### src/rtl/axi_pkg.sv
// Shared AXI crossbar types: response codes and read/write FSM encodings.
// Error states are only reached when AXI_XBAR_DECERR_EN is defined.
package axi_pkg;

  localparam logic [1:0] RESP_OKAY   = 2'b00;
  localparam logic [1:0] RESP_SLVERR = 2'b10;
  localparam logic [1:0] RESP_DECERR = 2'b11;

  typedef enum logic [1:0] {
    R_IDLE,
    R_ADDR,
    R_DATA,
    R_ERR
  } r_state_t;

  typedef enum logic [2:0] {
    W_IDLE,
    W_ACTIVE,
    W_RESP,
    W_ERR,
    W_ERR_B
  } w_state_t;

endpackage

### src/rtl/axi_addr_decode.sv
// Address to one-hot slave select against a packed base/mask map.
// Overlapping ranges resolve to the lowest slave index.
module axi_addr_decode #(
  parameter int                      N_SLV    = 2,
  parameter int                      ADDR_W   = 32,
  parameter logic [N_SLV*ADDR_W-1:0] SLV_BASE = '0,
  parameter logic [N_SLV*ADDR_W-1:0] SLV_MASK = '0
) (
  input  logic [ADDR_W-1:0] addr_i,
  output logic [N_SLV-1:0]  sel_o,
  output logic              hit_o
);

  // Scan high to low so the lowest matching index is the last to write.
  always_comb begin
    sel_o = '0;
    hit_o = 1'b0;
    for (int i = N_SLV - 1; i >= 0; i--) begin
      if ((addr_i & SLV_MASK[i*ADDR_W +: ADDR_W])
          == SLV_BASE[i*ADDR_W +: ADDR_W]) begin
        sel_o    = '0;
        sel_o[i] = 1'b1;
        hit_o    = 1'b1;
      end
    end
  end

endmodule

### src/rtl/axi_xbar_1ton.sv
// 1-to-N AXI interconnect with independent read and write routing FSMs.
// Define AXI_XBAR_DECERR_EN to answer unmapped addresses with DECERR.
module axi_xbar_1ton
  import axi_pkg::*;
#(
  parameter int                      N_SLV    = 2,
  parameter int                      ADDR_W   = 32,
  parameter int                      DATA_W   = 32,
  parameter logic [N_SLV*ADDR_W-1:0] SLV_BASE = '0,
  parameter logic [N_SLV*ADDR_W-1:0] SLV_MASK = '0
) (
  input  logic                    clk_i,
  input  logic                    rst_i,
  input  logic                    m_arvalid_i,
  output logic                    m_arready_o,
  input  logic [ADDR_W-1:0]       m_araddr_i,
  output logic                    m_rvalid_o,
  input  logic                    m_rready_i,
  output logic                    m_rlast_o,
  output logic [DATA_W-1:0]       m_rdata_o,
  output logic [1:0]              m_rresp_o,
  input  logic                    m_awvalid_i,
  output logic                    m_awready_o,
  input  logic [ADDR_W-1:0]       m_awaddr_i,
  input  logic                    m_wvalid_i,
  output logic                    m_wready_o,
  input  logic                    m_wlast_i,
  input  logic [DATA_W-1:0]       m_wdata_i,
  output logic                    m_bvalid_o,
  input  logic                    m_bready_i,
  output logic [1:0]              m_bresp_o,
  output logic [N_SLV-1:0]        s_arvalid_o,
  input  logic [N_SLV-1:0]        s_arready_i,
  output logic [N_SLV*ADDR_W-1:0] s_araddr_o,
  input  logic [N_SLV-1:0]        s_rvalid_i,
  output logic [N_SLV-1:0]        s_rready_o,
  input  logic [N_SLV-1:0]        s_rlast_i,
  input  logic [N_SLV*DATA_W-1:0] s_rdata_i,
  input  logic [N_SLV*2-1:0]      s_rresp_i,
  output logic [N_SLV-1:0]        s_awvalid_o,
  input  logic [N_SLV-1:0]        s_awready_i,
  output logic [N_SLV*ADDR_W-1:0] s_awaddr_o,
  output logic [N_SLV-1:0]        s_wvalid_o,
  input  logic [N_SLV-1:0]        s_wready_i,
  output logic [N_SLV-1:0]        s_wlast_o,
  output logic [N_SLV*DATA_W-1:0] s_wdata_o,
  input  logic [N_SLV-1:0]        s_bvalid_i,
  output logic [N_SLV-1:0]        s_bready_o,
  input  logic [N_SLV*2-1:0]      s_bresp_i
);

  r_state_t          r_state, r_state_n;
  w_state_t          w_state, w_state_n;
  logic [N_SLV-1:0]  r_sel, w_sel;
  logic [ADDR_W-1:0] ar_addr_q, aw_addr_q;
  logic              ar_rdy_q, aw_rdy_q;
  logic              aw_done, aw_done_n;
  logic              w_done, w_done_n;
  logic              ar_hs, aw_hs;
  logic [N_SLV-1:0]  ar_dec, aw_dec;
  logic              ar_hit, aw_hit;
  logic [N_SLV-1:0]  ar_sel_n, aw_sel_n;
  logic              ar_err, aw_err;

  axi_addr_decode #(
    .N_SLV    (N_SLV),
    .ADDR_W   (ADDR_W),
    .SLV_BASE (SLV_BASE),
    .SLV_MASK (SLV_MASK)
  ) u_ar_dec (
    .addr_i (m_araddr_i),
    .sel_o  (ar_dec),
    .hit_o  (ar_hit)
  );

  axi_addr_decode #(
    .N_SLV    (N_SLV),
    .ADDR_W   (ADDR_W),
    .SLV_BASE (SLV_BASE),
    .SLV_MASK (SLV_MASK)
  ) u_aw_dec (
    .addr_i (m_awaddr_i),
    .sel_o  (aw_dec),
    .hit_o  (aw_hit)
  );

`ifdef AXI_XBAR_DECERR_EN
  assign ar_sel_n = ar_dec;
  assign aw_sel_n = aw_dec;
  assign ar_err   = ~ar_hit;
  assign aw_err   = ~aw_hit;
`else
  // Unmapped traffic falls through to the last slave.
  localparam logic [N_SLV-1:0] DFLT = N_SLV'(1) << (N_SLV - 1);
  assign ar_sel_n = ar_hit ? ar_dec : DFLT;
  assign aw_sel_n = aw_hit ? aw_dec : DFLT;
  assign ar_err   = 1'b0;
  assign aw_err   = 1'b0;
`endif

  assign m_arready_o = ar_rdy_q;
  assign m_awready_o = aw_rdy_q;
  assign ar_hs       = m_arvalid_i & ar_rdy_q;
  assign aw_hs       = m_awvalid_i & aw_rdy_q;
  assign s_araddr_o  = {N_SLV{ar_addr_q}};
  assign s_awaddr_o  = {N_SLV{aw_addr_q}};

  always_comb begin
    r_state_n   = r_state;
    s_arvalid_o = '0;
    s_rready_o  = '0;
    m_rvalid_o  = 1'b0;
    m_rlast_o   = 1'b0;
    m_rdata_o   = '0;
    m_rresp_o   = RESP_OKAY;
    unique case (r_state)
      R_IDLE: begin
        if (ar_hs) r_state_n = ar_err ? R_ERR : R_ADDR;
      end
      R_ADDR: begin
        s_arvalid_o = r_sel;
        if (|(s_arready_i & r_sel)) r_state_n = R_DATA;
      end
      R_DATA: begin
        for (int i = 0; i < N_SLV; i++) begin
          if (r_sel[i]) begin
            m_rvalid_o = s_rvalid_i[i];
            m_rlast_o  = s_rlast_i[i];
            m_rdata_o  = s_rdata_i[i*DATA_W +: DATA_W];
            m_rresp_o  = s_rresp_i[i*2 +: 2];
          end
        end
        s_rready_o = r_sel & {N_SLV{m_rready_i}};
        if (m_rvalid_o && m_rready_i && m_rlast_o) r_state_n = R_IDLE;
      end
`ifdef AXI_XBAR_DECERR_EN
      R_ERR: begin
        m_rvalid_o = 1'b1;
        m_rlast_o  = 1'b1;
        m_rresp_o  = RESP_DECERR;
        if (m_rready_i) r_state_n = R_IDLE;
      end
`endif
      default: r_state_n = R_IDLE;
    endcase
  end

  always_ff @(posedge clk_i or posedge rst_i) begin
    if (rst_i) begin
      r_state   <= R_IDLE;
      ar_rdy_q  <= 1'b0;
      r_sel     <= '0;
      ar_addr_q <= '0;
    end else begin
      r_state  <= r_state_n;
      ar_rdy_q <= (r_state_n == R_IDLE);
      if (ar_hs) begin
        r_sel     <= ar_sel_n;
        ar_addr_q <= m_araddr_i;
      end
    end
  end

  // W data may reach the slave before its AW; the two flags track each side.
  always_comb begin
    w_state_n   = w_state;
    aw_done_n   = aw_done;
    w_done_n    = w_done;
    s_awvalid_o = '0;
    s_wvalid_o  = '0;
    s_wlast_o   = '0;
    s_wdata_o   = '0;
    s_bready_o  = '0;
    m_wready_o  = 1'b0;
    m_bvalid_o  = 1'b0;
    m_bresp_o   = RESP_OKAY;
    unique case (w_state)
      W_IDLE: begin
        if (aw_hs) begin
          w_state_n = aw_err ? W_ERR : W_ACTIVE;
          aw_done_n = 1'b0;
          w_done_n  = 1'b0;
        end
      end
      W_ACTIVE: begin
        s_awvalid_o = w_sel & {N_SLV{~aw_done}};
        s_wvalid_o  = w_sel & {N_SLV{m_wvalid_i & ~w_done}};
        s_wlast_o   = {N_SLV{m_wlast_i}};
        s_wdata_o   = {N_SLV{m_wdata_i}};
        m_wready_o  = ~w_done & |(s_wready_i & w_sel);
        if (|(s_awready_i & s_awvalid_o)) aw_done_n = 1'b1;
        if (m_wvalid_i && m_wready_o && m_wlast_i) w_done_n = 1'b1;
        if (aw_done_n && w_done_n) w_state_n = W_RESP;
      end
      W_RESP: begin
        for (int i = 0; i < N_SLV; i++) begin
          if (w_sel[i]) begin
            m_bvalid_o = s_bvalid_i[i];
            m_bresp_o  = s_bresp_i[i*2 +: 2];
          end
        end
        s_bready_o = w_sel & {N_SLV{m_bready_i}};
        if (m_bvalid_o && m_bready_i) w_state_n = W_IDLE;
      end
`ifdef AXI_XBAR_DECERR_EN
      W_ERR: begin
        m_wready_o = 1'b1;
        if (m_wvalid_i && m_wlast_i) w_state_n = W_ERR_B;
      end
      W_ERR_B: begin
        m_bvalid_o = 1'b1;
        m_bresp_o  = RESP_DECERR;
        if (m_bready_i) w_state_n = W_IDLE;
      end
`endif
      default: w_state_n = W_IDLE;
    endcase
  end

  always_ff @(posedge clk_i or posedge rst_i) begin
    if (rst_i) begin
      w_state   <= W_IDLE;
      aw_rdy_q  <= 1'b0;
      aw_done   <= 1'b0;
      w_done    <= 1'b0;
      w_sel     <= '0;
      aw_addr_q <= '0;
    end else begin
      w_state  <= w_state_n;
      aw_rdy_q <= (w_state_n == W_IDLE);
      aw_done  <= aw_done_n;
      w_done   <= w_done_n;
      if (aw_hs) begin
        w_sel     <= aw_sel_n;
        aw_addr_q <= m_awaddr_i;
      end
    end
  end

endmodule

### config.mk
export PLATFORM = sky130hd
export DESIGN_NAME = axi_xbar_1ton
export DESIGN_NICKNAME = d
export VERILOG_FILES = /design/src/rtl/axi_pkg.sv /design/src/rtl/axi_addr_decode.sv /design/src/rtl/axi_xbar_1ton.sv
export SDC_FILE = /design/constraint.sdc
export NUM_CORES = 1
export LEC_CHECK = 0
export CAP_MARGIN = 5
export CORE_AREA = 3 3 169 171
export DETAILED_ROUTE_END_ITERATION = 7
export DIE_AREA = 0 0 172 174
export SETUP_SLACK_MARGIN = 0.02
export SKIP_LAST_GASP = 1
export SLEW_MARGIN = 20
export SYNTH_ARGS = -nofsm -noshare
export SYNTH_HDL_FRONTEND = slang
export SYNTH_SLANG_ARGS = --single-unit
### constraint.sdc
create_clock -name clk_i -period 2.48 [get_ports clk_i]
set_input_delay 0.496 -clock clk_i [delete_from_list [all_inputs] [get_ports clk_i]]
set_output_delay 0.496 -clock clk_i [all_outputs]
set_load 0.01 [all_outputs]
==> flow_metrics.tcl, run 1 <==
set metrics [dict create \
    synth.avg_cell_area_um2 11.3 \
    dieArea_mm2 0.0299 \
    worstSetupStartpoint "r_state[0]" \
    setup_ws_ps 119 \
    worstPathArrival_ps 1860 \
    fin_nets 855 \
    dp.cells 991 \
    route.met3.wl_mm 1.47 \
    fin_util 0.300 \
    cellLeakagePower_uw 0.00406 \
    start_kind "flip-flop" \
    cts-root-buf "clkbuf_16" \
    pre_cts_ws_ps 120 \
    min_path_type "in -> async" \
    cts-hold-fix-buffers 0 \
    grt_usage 0.101 \
    skew_ps 12.4 \
    place_congestion 0.719 \
    drt-total-wl_mm 16.3 \
    wl_met2_mm 8.05 \
    die-width_um 172 \
    drv_slew 0 \
    cp-endpoint "m_rdata_o[9]" \
    rr_startpoint "m_awready_o" \
    grt.overflow.total 0 \
    power_density_mw_per_mm2 842 \
    tightestPinTransition_ps 553 \
    drc 0 \
    finalSetupViolCount 0 \
    wl_met1_mm 6.62 \
    tns_ps 0 \
    r2r-end "aw_addr_q[16]" \
    cts_tree "built" \
    grt_pass1_wl_mm 22.9 \
    wl_per_cell_um 16.1 \
    drive_gt1_frac 0.152 \
    cts.sinks 75 \
    ys_seq_area_frac 0.453 \
    final.min_clock_period_ps 2360 \
    routed-via-count 3660 \
    cts_max_path_buffers 2 \
    ant_nets 0 \
    initial_core_util 0.153 \
    fmax_mhz 424 \
    max-cap-violations 0 \
    ys_ff_latch 75 \
    yosysUniqueCellTypes 28 \
    cts.htree.levels 3 \
    drt_iter0_drc 53 \
    die_h_um 174 \
    crit_type "reg -> out" \
    fin_crit_sh 0.952 \
    clkLatencyLatePin_ps 340 \
    firstDrtPassIters 4 \
    grt_setup_unrepaired "no" \
    core_mm2 0.0270 \
    antenna_found_initial 1 \
    grt_max_degree 46 \
    synth_warnings 0 \
    port_buffers 386 \
    viasPerCell 3.61 \
    reg2reg_setup_slack_ps 1110 \
    max_slew_margin 0.628 \
    rr_worst_depth 3 \
    hold_viol_final 0 \
    status "finished, final reports clean" \
    cp-end-kind "primary output" \
    area_growth_pct 96.0 \
    worst_ep_required_time_ps 1980 \
    syn_area_mm2 0.00414 \
    clkTransAtPathRegs_ps 70 \
    grt_pass1_vias 3848 \
    hpwl_mm 12.7 \
    stdcell_count 1013 \
    power_uw 6840 \
    std_cell_rows 60 \
    antennaDiodeCount 0 \
    ir_drop_uv 493 \
    numCtsBuffers 9 \
    critical_path_peak_fanout 19 \
    ios 434 \
    top_layer "met4" \
    netlist_instances 366 \
]
[layout by cell type (no fill, tap or decap), types with 3 or more instances in the layout]
cell type / count
buf_4: 5
dlygate4sd2_1: 55
inv_6: 3
clkdlybuf4s50_1: 295
mux2_2: 64
clkbuf_16: 10
conb_1: 6
nor2_1: 8
dfrtp_1: 74
buf_12: 5
and2_1: 74
dlymetal6s2s_1: 36
nand2b_1: 3
buf_6: 3
[per-layer routing]
layer / global-route usage / vias up
met5: 0 / -
met4: 0.0259 / 0
met3: 0.0298 / 10
met2: 0.176 / 225
met1: 0.120 / 1737
li1: - / 1688
[synthesized netlist by cell type]
master,count,area (um2)
a31oi_1,1,6.26
nand4_1,1,6.26
nor3_1,2,10.0
nor2_1,8,30.0
nand3_1,1,5.00
a41oi_1,1,8.76
a21oi_1,2,10.0
nor3b_4,1,18.8
a21o_1,2,15.0
buf_6,1,11.3
dfrtp_1,75,1880
clkbuf_2,3,15.0
nand2b_1,3,18.8
nor4_1,1,6.26
buf_4,109,818
nor3b_1,2,15.0
and2_1,74,463
inv_1,1,3.75
nand2_1,3,11.3
conb_1,1,3.75
nand2_4,1,11.3
mux2_2,64,721
and3_1,2,12.5
buf_2,1,5.00
clkbuf_1,2,7.51
o21ai_0,1,5.00
a311oi_1,1,8.76
and3b_1,2,17.5
[cell families after synthesis]
family / after synthesis / synth area share
compound gates: 8 / 0.0130
mux: 64 / 0.174
flops: 75 / 0.453
simple gates: 101 / 0.151
other cells: 1 / 0.000905
buf+inv: 117 / 0.208
[registers in the layout, summed over array words and instances (netlist names), 2 cells and up]
name	flops
ar_addr_q	32
aw_addr_q	32
r_state	2
w_state	3
[worst min-delay path by stage]
stage	start	endpoint	slack [ps]	cells past startpoint
after floorplan	r_state[1]	r_state[0]	450	1
after global placement	r_state[1]	r_state[0]	480	1
after detailed placement	r_state[1]	r_state[0]	490	1
after CTS	rst_i	ar_addr_q[8]	400	2
after global routing	rst_i	ar_addr_q[0]	430	2
final	rst_i	ar_addr_q[14]	410	2
[critical path, stage by stage, from the launching register on]
cell             delay, ps
dfrtp_1                410
and3b_2                290
buf_12                 150
and2_1                 130
clkdlybuf4s50_1        540
[cell type report]
| type | count | area, um2 |
|---|---|---|
| clock buffers | 9 | 225 |
| flip-flops and latches | 75 | 1880 |
| fillers | 2827 | 18900 |
| multi-input cells | 179 | 1430 |
| inverters | 1 | 5.00 |
| repair buffers | 401 | 4090 |
| well taps | 341 | 427 |
| clock inverters | 7 | 66.3 |
[repair_timing]
action / CTS / global route
endpoints found under the setup margin: 78 / 43
cloned: 1 / 1
buffers inserted: 3 / 1
pin swaps: 1 / 0
gates resized for setup: 61 / 36
[through the flow]
step	cell area (um2)	hold WS, ps
final	8120	406
after global routing	8120	428
after CTS	8000	396
after detailed placement	7730	492
after global placement	7730	477
after floorplan	4160	455
[power breakdown]
group	switching (uW)	internal (uW)
logic	1280	2230
registers	351	1640
clock network	625	708
(Power assumes the default switching activity.)
==> run 2: changes to the inputs <==
Settings changed: CORE_AREA 3 3 169 171 to 2 2 168 170, DIE_AREA 0 0 172 174 to 0 0 170 172.
==> run 2 against run 1 <==
Compared with the run above:
- cell count is 0.49% higher
- wire length is 6.1% lower
- sequential share of layout area is 0.76 points lower
- clock power is 8% higher
- clock skew is 3.0 ps lower
- clock-buffer cell count is 1 higher
- critical path type unchanged
- critical endpoint is now s_wdata_o[49]
- largest cell class unchanged
- largest power group unchanged
- highest routed layer unchanged
==> flow_metrics.tcl, run 2 (same netlist as run 1, synthesis figures left out) <==
set metrics [dict create \
    finalSetupViolCount 0 \
    place_congestion 0.760 \
    tightestPinTransition_ps 552 \
    dpl-instance-area_mm2 0.00769 \
    std_cell_rows 61 \
    cts.sinks 75 \
    grt.overflow.total 0 \
    fmax_mhz 404 \
    layout_common_cells "clkdlybuf4s50_1, dlymetal6s2s_1, dfrtp_1" \
    hpwl_mm 11.5 \
    drive_gt1_frac 0.150 \
    drt_iter0_drc 96 \
    max_stage_delay_ps 560 \
    drv_slew 0 \
    cp-end-kind "primary output" \
    port_buffers 386 \
    tns_ps 0 \
    cts.htree.levels 3 \
    max_slew_margin 0.628 \
    fin_nets 855 \
    worst_ep_required_time_ps 1980 \
    rr_worst_depth 3 \
    critical_path_peak_fanout 9 \
    die-width_um 170 \
    hold_viol_final 0 \
    min_path_type "reg -> reg" \
    power_density_mw_per_mm2 836 \
    grt_setup_unrepaired "yes" \
    reg_top3 "ar_addr_q (32), aw_addr_q (32), w_state (3)" \
    worstSetupStartpoint "w_state[1]" \
    die_h_um 172 \
    grtUsageMet2 0.164 \
    cts_max_path_buffers 2 \
    routed-via-count 3597 \
    grt_max_degree 76 \
    worstPathCellList "nor3b_4 -> buf_12 -> buf_12 -> and2_1 -> clkdlybuf4s50_1" \
    reg2reg_setup_slack_ps 1070 \
    skew_ps 9.43 \
    antennaDiodeCount 0 \
    grt_pass1_vias 3530 \
    rr_startpoint "m_awready_o" \
    grt_usage 0.0955 \
    power_uw 7020 \
    core_mm2 0.0275 \
    worstPathArrival_ps 1980 \
    status "finished, final reports clean" \
    ios 434 \
    holdWs_ps 501 \
    clkLatencyLatePin_ps 340 \
    max-cap-violations 0 \
    cp-endpoint "s_wdata_o[49]" \
    antenna_found_initial 0 \
    ant_nets 0 \
    dieArea_mm2 0.0292 \
    cellLeakagePower_uw 0.00473 \
    critPathSlowestCell "clkdlybuf4s50_1" \
    busiest_layer "met2" \
    area_growth_pct 103 \
    wl_per_cell_um 15.0 \
    cts_tree "built" \
    clkTransAtPathRegs_ps 70 \
    fin_crit_sh 0.998 \
    crit_top_cell "buf_12" \
    met1_usage 0.112 \
    cts-hold-fix-buffers 0 \
    final.min_clock_period_ps 2480 \
    r2r-end "aw_addr_q[16]" \
    grt_pass1_wl_mm 20.9 \
    drc 0 \
    viasPerCell 3.53 \
    initial_core_util 0.151 \
    cp_num_buf_inv 3 \
    ir_drop_uv 513 \
    crit_type "reg -> out" \
    worst-path-stages 5 \
    cts-root-buf "clkbuf_16" \
    fin_area_mm2 0.00839 \
    numCtsBuffers 9 \
    start_kind "flip-flop" \
    final_common_cell "clkdlybuf4s50_1" \
    firstDrtPassIters 4 \
    critical_path.top_delay_family "buffers and inverters" \
    gr-usage-met3 0.0352 \
    drt-total-wl_mm 15.3 \
    fillers 2830 \
]
[run 2: changes by cell type in the layout (fill, tap and decap cells not counted), sizes merged, moves of 2 or more]
| cell | before | now |
|---|---|---|
| inv | 5 | 1 |
| dlygate4sd2 | 55 | 3 |
| dlymetal6s2s | 36 | 86 |
| bufinv | 0 | 2 |
| clkdlybuf4s50 | 295 | 297 |
| clkbuf | 10 | 13 |
| buf | 14 | 12 |
[run 2: how the worst min path moves through the flow]
stage	start	end	slack [ps]	depth (start not counted)
detailed placement	r_state[1]	r_state[0]	490	1
CTS	r_state[1]	r_state[0]	500	1
finish	r_state[1]	r_state[0]	500	1
global placement	r_state[1]	r_state[0]	470	1
global route	r_state[1]	r_state[0]	520	1
floorplan	r_state[1]	r_state[0]	450	1
[run 2: repair_timing]
action,in CTS,in global routing
gates cloned,0,4
resized for setup,11,88
setup endpoints to repair,105,89
setup buffers,1,3
pin swaps,1,0
[run 2: cell type report]
class / instances / area [um2] / share of cell area
repair buffers: 401 / 4320 / 0.515
flip-flops and latches: 75 / 1880 / 0.224
multi-input cells: 179 / 1430 / 0.171
well taps: 346 / 433 / 0.0516
clock buffers: 10 / 229 / 0.0273
clock inverters: 6 / 87.6 / 0.0104
inverters: 1 / 5.00 / 0.000597
[run 2: routing by layer]
layer  part of all wire  up-vias  routed length [um]
met1               0.40     1677                6120
met4              0.011        0                 163
met5                  0        -                   0
li1                   -     1689                   -
met3              0.097        9                1490
met2               0.49      222                7530
[run 2: stage by stage]
| step | utilization | worst slack (ps) | instances |
|---|---|---|---|
| 2_1_floorplan | - | 74.0 | 371 |
| 3_3_place_gp | 0.280 | 119 | 994 |
| 3_5_place_dp | 0.280 | 108 | 994 |
| 4_1_cts | 0.293 | -39.8 | 1011 |
| 5_1_grt | 0.305 | -82.2 | 1018 |
| 6_report | 0.305 | 4.59 | 1018 |
[run 2: worst register-to-register path, cell delays in order (launching register included)]
cell and delay, ps:
dfrtp_1 400, nand2_2 290, buf_12 230, mux2_2 380
[run 2: power breakdown]
group          leakage [uW]  internal (uW)  switching (uW)
registers          0.000877           1640             349
clock network      0.000157            884             550
logic               0.00370           2280            1310
total               0.00473           4810            2210
